==> src/rtl/sequential_divider.sv <==
// Unsigned restoring divider: one quotient bit per clock, MSB first.
// Divide-by-zero completes immediately with an all-ones quotient and the dividend as remainder.
module sequential_divider #(
    parameter int N = 8
) (
    input  logic         clk,
    input  logic         rst,
    input  logic         start,
    input  logic [N-1:0] dividend,
    input  logic [N-1:0] divisor,
    output logic         busy,
    output logic         done,
    output logic [N-1:0] quotient,
    output logic [N-1:0] remainder,
    output logic         div_by_zero
);

    localparam int CW = (N > 2) ? $clog2(N) : 1;

    typedef enum logic [1:0] {
        S_IDLE = 2'd0,
        S_RUN  = 2'd1,
        S_DONE = 2'd2
    } state_t;

    state_t        r_state;
    state_t        w_next;
    logic          w_accept;
    logic          w_last;
    logic [N-1:0]  r_dvd;
    logic [N-1:0]  r_dsr;
    logic [N-1:0]  r_quo;
    logic [N:0]    r_rem;
    logic [CW-1:0] r_cnt;
    logic [N+1:0]  w_trial;
    logic [N+1:0]  w_diff;
    logic          w_qbit;
    logic [N:0]    w_rem_next;

    // Trial subtraction for the current step; the extra top bit makes the sign unambiguous
    always_comb begin
        w_trial    = {r_rem, r_dvd[N-1]};
        w_diff     = w_trial - {2'b00, r_dsr};
        w_qbit     = ~w_diff[N+1];
        w_rem_next = w_trial[N:0];
        if (w_qbit) begin
            w_rem_next = w_diff[N:0];
        end else begin
            w_rem_next = w_trial[N:0];
        end
    end

    // Next-state logic; start is only honoured outside RUN
    always_comb begin
        w_next   = r_state;
        w_accept = 1'b0;
        w_last   = (r_cnt == {CW{1'b0}});
        case (r_state)
            S_IDLE, S_DONE: begin
                if (start) begin
                    w_accept = 1'b1;
                    if (divisor == {N{1'b0}}) begin
                        w_next = S_DONE;
                    end else begin
                        w_next = S_RUN;
                    end
                end else begin
                    w_next = S_IDLE;
                end
            end
            S_RUN: begin
                if (w_last) begin
                    w_next = S_DONE;
                end else begin
                    w_next = S_RUN;
                end
            end
            default: begin
                w_next = S_IDLE;
            end
        endcase
    end

    // State register with busy/done registered alongside so they track the state exactly
    always_ff @(posedge clk or posedge rst) begin
        if (rst) begin
            r_state <= S_IDLE;
            busy    <= 1'b0;
            done    <= 1'b0;
        end else begin
            r_state <= w_next;
            busy    <= (w_next == S_RUN);
            done    <= (w_next == S_DONE);
        end
    end

    // Operand capture, iteration datapath and result registers
    always_ff @(posedge clk or posedge rst) begin
        if (rst) begin
            r_dvd       <= {N{1'b0}};
            r_dsr       <= {N{1'b0}};
            r_quo       <= {N{1'b0}};
            r_rem       <= {(N+1){1'b0}};
            r_cnt       <= {CW{1'b0}};
            quotient    <= {N{1'b0}};
            remainder   <= {N{1'b0}};
            div_by_zero <= 1'b0;
        end else if (w_accept) begin
            r_dvd <= dividend;
            r_dsr <= divisor;
            r_quo <= {N{1'b0}};
            r_rem <= {(N+1){1'b0}};
            r_cnt <= CW'(N - 1);
            if (divisor == {N{1'b0}}) begin
                quotient    <= {N{1'b1}};
                remainder   <= dividend;
                div_by_zero <= 1'b1;
            end else begin
                quotient    <= quotient;
                remainder   <= remainder;
                div_by_zero <= div_by_zero;
            end
        end else if (r_state == S_RUN) begin
            r_dvd <= {r_dvd[N-2:0], 1'b0};
            r_rem <= w_rem_next;
            r_quo <= {r_quo[N-2:0], w_qbit};
            r_cnt <= r_cnt - CW'(1);
            // Results become visible only on the final step, never mid-iteration
            if (w_last) begin
                quotient    <= {r_quo[N-2:0], w_qbit};
                remainder   <= w_rem_next[N-1:0];
                div_by_zero <= 1'b0;
            end else begin
                quotient    <= quotient;
                remainder   <= remainder;
                div_by_zero <= div_by_zero;
            end
        end else begin
            r_dvd       <= r_dvd;
            r_dsr       <= r_dsr;
            r_quo       <= r_quo;
            r_rem       <= r_rem;
            r_cnt       <= r_cnt;
            quotient    <= quotient;
            remainder   <= remainder;
            div_by_zero <= div_by_zero;
        end
    end

endmodule

==> config.mk <==
export PLATFORM = sky130hd
export DESIGN_NAME = sequential_divider
export DESIGN_NICKNAME = d
export VERILOG_FILES = /design/src/rtl/sequential_divider.sv
export SDC_FILE = /design/constraint.sdc
export NUM_CORES = 1
export LEC_CHECK = 0
export CORE_MARGIN = 5
export CORE_UTILIZATION = 50
export DETAILED_ROUTE_END_ITERATION = 10
export PLACE_DENSITY = 0.74
export SLEW_MARGIN = 20
export SYNTH_ARGS = -nofsm -noshare
export SYNTH_HDL_FRONTEND = slang
export SYNTH_SLANG_ARGS = --single-unit
export TNS_END_PERCENT = 100
==> constraint.sdc <==
create_clock -name clk -period 4 [get_ports clk]
set_input_delay 0.8 -clock clk [delete_from_list [all_inputs] [get_ports clk]]
set_output_delay 0.8 -clock clk [all_outputs]
set_load 0.005 [all_outputs]
-- After elaboration in Yosys (flattened, before gate mapping)
Cells that the tools add are included.
Widths: inputs -> output; s select.
- output and inout bits: 19
- memory bits (writable): 0
- memories kept: 0
- bits in registers: 56
- latch bits: 0
- ROM bits: 0
- bits of input ports: 19
- word-level logic and storage cells: 53
- shift-type cells: 0
- bitwise gates (word level): 1
- add/subtract/negate cells: 2
- muxes and demuxes: 27
- multipliers: 0
- reduce and logical (&&, ||, !) cells: 7
- order comparisons: 0
- eq/ne operators: 5
- divide/modulo/power cells: 0
- operators by type and width (kind ; number):
    $mux 8 ; 10
    $mux 9 ; 3
    $mux 7 ; 2
    $sub 10x8->10 ; 1
    $logic_not 8->1 ; 1
    $mux 1 ; 6
    $mux 2 ; 3
    $mux 3 ; 2
    $eq 2x1->1 const B ; 2
    $eq 2x2->1 const B ; 2
    $pmux 2 s2 ; 1
    $reduce_bool 2->1 ; 2
    $logic_not 3->1 ; 1
    $reduce_and 3->1 ; 1
    $sub 3x1->3 const B ; 1
    $logic_not 2->1 ; 1
    $ne 2x1->1 const B ; 1
    $reduce_or 2->1 ; 1
    $not 1->1 ; 1

-- Depth between registers and ports, before layout
- word-level depth: 5
- mapped depth: 10
- gate-level depth less buffers: 10

-- Least setup slack after synthesis
OpenSTA, ideal clock, no wires.
- kind: input to register
- start: in divisor[5]
- end: reg remainder[0]
- setup time: 0.137 ns
- data required time: 3.863 ns
- setup slack: 1.800 ns
- cell stages on the path: 6
- buffers on the path: 1
- data arrival time: 2.062 ns
- cells stage by stage: or4_1 -> nor2_1 -> nand2_1 -> clkbuf_1 -> o22ai_1 -> a21oi_1
- longest elaborated chain between the ends: 3
- ends and longest elaborated chain (what ; line ; source):
    start: declaration ; 10 ; input logic [N-1:0] divisor,
    $logic_not 8->1 ; 114 ; if (divisor == {N{1'b0}}) begin
    $ne 2x1->1 (no line) ; -- ;
    $reduce_and 3->1 (no line) ; -- ;
    end signal: assignment ; 116 ; remainder <= dividend;
    end signal: assignment ; 120 ; remainder <= remainder;
    end signal: assignment ; 131 ; remainder <= w_rem_next[N-1:0];
    end: declaration ; 14 ; output logic [N-1:0] remainder,
No other way between the ends.
A chain may end at the register's enable or synchronous reset.

-- Worst setup path in the final report
- start: in divisor[5]
- end: reg remainder[2]
The elaborated chain is that of the path after synthesis.

==> metrics.txt <==
# TYPE chip_impl_metric gauge
chip_impl_info{name="status",value="complete, no violations"} 1
chip_impl_metric{name="worst_ep_required_time",unit="ns"} 4.17
chip_impl_metric{name="finalInstanceArea",unit="mm^2"} 0.00327
chip_impl_metric{name="post_cts_resize_count",unit=""} 0
chip_impl_metric{name="leakage",unit="uW"} 0.00146
chip_impl_info{name="final_common_cell",value="dfrtp_1"} 1
chip_impl_metric{name="synthesized_net_count",unit=""} 311
chip_impl_metric{name="max-vdd-ir-drop",unit="mV"} 0.579
chip_impl_metric{name="placement.io_buffers",unit=""} 37
chip_impl_metric{name="power.density",unit="mW/mm^2"} 940
chip_impl_metric{name="gr-usage-met3",unit="%"} 3.65
chip_impl_metric{name="power.share.clock",unit="%"} 10.2
chip_impl_info{name="critical_path.endpoint_type",value="flop"} 1
chip_impl_metric{name="nets",unit=""} 347
chip_impl_info{name="ys_top_cells_by_area",value="dfrtp_1 51%, nand2_1 6.6%, ha_1 4.6%, o21ai_0 4.0%, a21oi_1 3.9%"} 1
chip_impl_info{name="cts_tree",value="built"} 1
chip_impl_metric{name="cts-buffers-inserted",unit=""} 5
chip_impl_info{name="post-synth-top-area-cell",value="dfrtp_1"} 1
chip_impl_metric{name="netSwitchingPower",unit="uW"} 1300
chip_impl_metric{name="finalClockSkew",unit="ns"} 0.00857
chip_impl_info{name="min_from",value="div_by_zero"} 1
chip_impl_metric{name="synth-edff-count",unit=""} 0
chip_impl_metric{name="worst_skew_pair.late_latency",unit="ns"} 0.31
chip_impl_metric{name="antenna_found_initial",unit=""} 0
chip_impl_metric{name="postLayoutCoreUtil",unit="%"} 62.7
chip_impl_metric{name="routed_via_density",unit=""} 5.64
chip_impl_metric{name="report.power.total",unit="uW"} 3070
chip_impl_metric{name="yosysUniqueCellTypes",unit=""} 41
chip_impl_metric{name="postCtsSetupBuffers",unit=""} 0
chip_impl_info{name="yosys_most_used_dff",value="dfrtp_1"} 1
chip_impl_metric{name="detailroute.via_count",unit=""} 2187
chip_impl_metric{name="dpl-instance-area",unit="mm^2"} 0.00317
chip_impl_metric{name="dieWidth",unit="um"} 83.8
chip_impl_metric{name="slew_violations",unit=""} 0
chip_impl_metric{name="grt_start_max_net_pins",unit=""} 37
chip_impl_metric{name="drive_gt1_share",unit="%"} 7.55
chip_impl_metric{name="ff2ff_setup_slack",unit="ns"} 1.59
chip_impl_metric{name="cts.clk_slew.worst_paths",unit="ns"} 0.10
chip_impl_metric{name="grt_overflow_total",unit=""} 0
chip_impl_metric{name="yosys_warnings",unit=""} 0
chip_impl_metric{name="boundaryPins",unit=""} 38
chip_impl_info{name="holdPathEnd",value="div_by_zero"} 1
chip_impl_metric{name="htreeDepth",unit=""} 2
chip_impl_metric{name="global_route.usage.total",unit="%"} 18.4
chip_impl_metric{name="internal-power",unit="uW"} 1770
chip_impl_info{name="timing.critical_path.from_type",value="input port"} 1
chip_impl_info{name="hold_path.class",value="reg2reg"} 1
chip_impl_metric{name="ys_seq_elements",unit=""} 56
chip_impl_metric{name="worstPathMaxFanout",unit=""} 13
chip_impl_metric{name="timing_hold_violations_final",unit=""} 0
chip_impl_metric{name="mappedNetlistArea",unit="mm^2"} 0.00273
chip_impl_metric{name="initial_utilization",unit="%"} 52.4
chip_impl_metric{name="comb_power_share",unit="%"} 57.5
chip_impl_metric{name="setup_tns_final",unit="ns"} 0
chip_impl_metric{name="detail_placement_hpwl",unit="mm"} 4.51
chip_impl_metric{name="yosys.area.top_type_share",unit="%"} 51.4
chip_impl_metric{name="cts.hold.buffers_added",unit=""} 0
chip_impl_metric{name="max_freq",unit="GHz"} 0.392
chip_impl_info{name="top_library_cells_by_usage_in_the_layout_fill_and_taps_aside",value="56 x dfrtp_1, 48 x nand2_1, 37 x clkdlybuf4s50_1"} 1
chip_impl_metric{name="timing.hold.worst_path_depth",unit=""} 2
chip_impl_metric{name="route.detailed.drc",unit=""} 0
chip_impl_metric{name="grtUsageMet1",unit="%"} 25.6
chip_impl_metric{name="wl",unit="mm"} 6.17
chip_impl_metric{name="max-cap-violations",unit=""} 0
chip_impl_metric{name="netlist_instances",unit=""} 281
chip_impl_metric{name="layout_min_cycle_time",unit="ns"} 2.55
chip_impl_metric{name="ant_nets",unit=""} 0
chip_impl_metric{name="layout_worst_path_cycle_share",unit="%"} 63.8
chip_impl_metric{name="row_count",unit=""} 26
chip_impl_metric{name="coreArea",unit="mm^2"} 0.00520
chip_impl_metric{name="gp_congestion",unit=""} 0.830
chip_impl_metric{name="wl_per_cell",unit="um"} 15.9
chip_impl_metric{name="detail_route.iter0.violations",unit=""} 117
chip_impl_info{name="gr-max-usage-layer",value="met2"} 1
chip_impl_info{name="grt_setup_unrepaired",value="false"} 1
chip_impl_metric{name="depth_of_the_most_critical_reg_to_reg_path",unit=""} 7
chip_impl_metric{name="clock_tree.buffer_depth",unit=""} 2
chip_impl_metric{name="pre_repair_dr_iteration_count",unit=""} 4
chip_impl_metric{name="area.growth.synth_to_final",unit="%"} 19.8
chip_impl_info{name="r2r-end",value="remainder[3]"} 1
chip_impl_info{name="reg2reg_from",value="r_rem[6]"} 1
chip_impl_metric{name="groute.layer.met2.usage",unit="%"} 28.9
chip_impl_metric{name="synth_sequential_area_ratio",unit="%"} 51.4
chip_impl_metric{name="seq_power_share",unit="%"} 32.3
chip_impl_metric{name="wire_length_of_the_first_global_routing_pass",unit="mm"} 10.4
chip_impl_metric{name="async_flop_share",unit="%"} 100
chip_impl_metric{name="switching_share",unit="%"} 42.5
chip_impl_metric{name="dieHeight",unit="um"} 83.8
chip_impl_metric{name="cp_data_arrival_time",unit="ns"} 2.73
chip_impl_info{name="crit_type",value="in2reg"} 1
chip_impl_metric{name="antenna_cells_inserted",unit=""} 0
chip_impl_metric{name="relSlewSlack",unit="%"} 49.6
chip_impl_metric{name="finalHoldWorstSlack",unit="ns"} 0.488
chip_impl_metric{name="slew_of_the_pin_with_the_lowest_slew_margin",unit="ns"} 0.753
chip_impl_info{name="clockRootBuffer",value="clkbuf_8"} 1
chip_impl_metric{name="clock_sink_count",unit=""} 56
chip_impl_metric{name="floorplan.die_area",unit="mm^2"} 0.00703
chip_impl_metric{name="setup_violations",unit=""} 0
chip_impl_metric{name="syn_avg_cell_area",unit="um^2"} 9.70
chip_impl_metric{name="via_count_of_the_first_global_routing_pass",unit=""} 2112
-- flip-flops by register name (all words and copies together) (netlist names) --
| register | count |
|---|---|
| remainder | 8 |
| r_quo | 7 |
| done | 1 |
| quotient | 8 |
| r_dsr | 8 |
| div_by_zero | 1 |
| r_dvd | 8 |
| r_cnt | 3 |
| r_rem | 9 |
| busy | 1 |
| r_state | 2 |
-- area by class of cell --
| cell class | count | area [um^2] |
|---|---|---|
| clock buffers | 5 | 68.8 |
| clock inverters | 3 | 22.5 |
| fillers | 453 | 1940 |
| inverters | 14 | 52.6 |
| multi-input cells | 198 | 1220 |
| flip-flops and latches | 56 | 1400 |
| well taps | 70 | 87.6 |
| repair buffers | 42 | 408 |
-- logic make-up after synthesis --
logic type               after synthesis  synth area share (%)
buffers and inverters                 27                  3.76
AND/OR/NAND/NOR                       89                  14.8
AO/OA/AOI/OAI                         84                  19.0
adder cells (fa/ha/maj)               11                  5.32
flip-flops                            56                  51.4
XOR/XNOR                               7                  2.94
multiplexers                           7                  2.75
-- synth_stat cells (2+ instances only) --
master    count
dfrtp_1      56
nand2_1      48
o21ai_0      22
a21oi_1      21
inv_1        13
clkbuf_1     12
nor2_1       12
ha_1         10
nand3_1       9
o22ai_1       8
a22o_1        7
a31oi_1       7
mux2i_1       6
nand2b_1      5
xnor2_1       5
nor3_1        4
a21o_1        3
a22oi_1       3
nor2b_1       3
o21ai_1       3
a211o_1       2
o211ai_1      2
or4_1         2
-- metrics by stage --
step / std cells / setup WS, ns
after floorplan: 281 / 1.80
after global routing: 388 / 1.30
after global placement: 380 / 1.19
after CTS: 388 / 1.45
after detailed placement: 380 / 1.12
final: 388 / 1.45
-- power by group through the flow --
stage               Combinational [uW]  Sequential (uW)  Clock [uW]
detailed placement                1770              998           0
global route                      1970             1020         346
finish                            1770              990         313
CTS                               1780              986         325
floorplan                         1280              957           0
global placement                  1730              988           0
-- how the worst max path moves through the flow --
| stage | start | end | slack (ns) | depth (start not counted) |
|---|---|---|---|---|
| after CTS | divisor[5] | remainder[2] | 1.45 | 6 |
| after detailed placement | divisor[5] | remainder[2] | 1.12 | 6 |
| after global routing | divisor[5] | remainder[4] | 1.30 | 6 |
| after floorplan | divisor[5] | remainder[0] | 1.80 | 6 |
| final | divisor[5] | remainder[2] | 1.45 | 6 |
| after global placement | divisor[5] | remainder[3] | 1.19 | 6 |
-- metal layers --
| layer | vias up | share of wire, % |
|---|---|---|
| met5 | - | 0 |
| met4 | 0 | 1.9 |
| met3 | 10 | 6.3 |
| met2 | 61 | 48 |
| met1 | 1056 | 44 |
| li1 | 1060 | - |
-- worst max-delay path: stages --
cell and delay, ns:
clkdlybuf4s50_1 0.42, or4_1 0.56, nor2_1 0.26, nand2_1 0.35, o22ai_1 0.27, a21oi_1 0.07
Power figures use the tool's default switching activity.
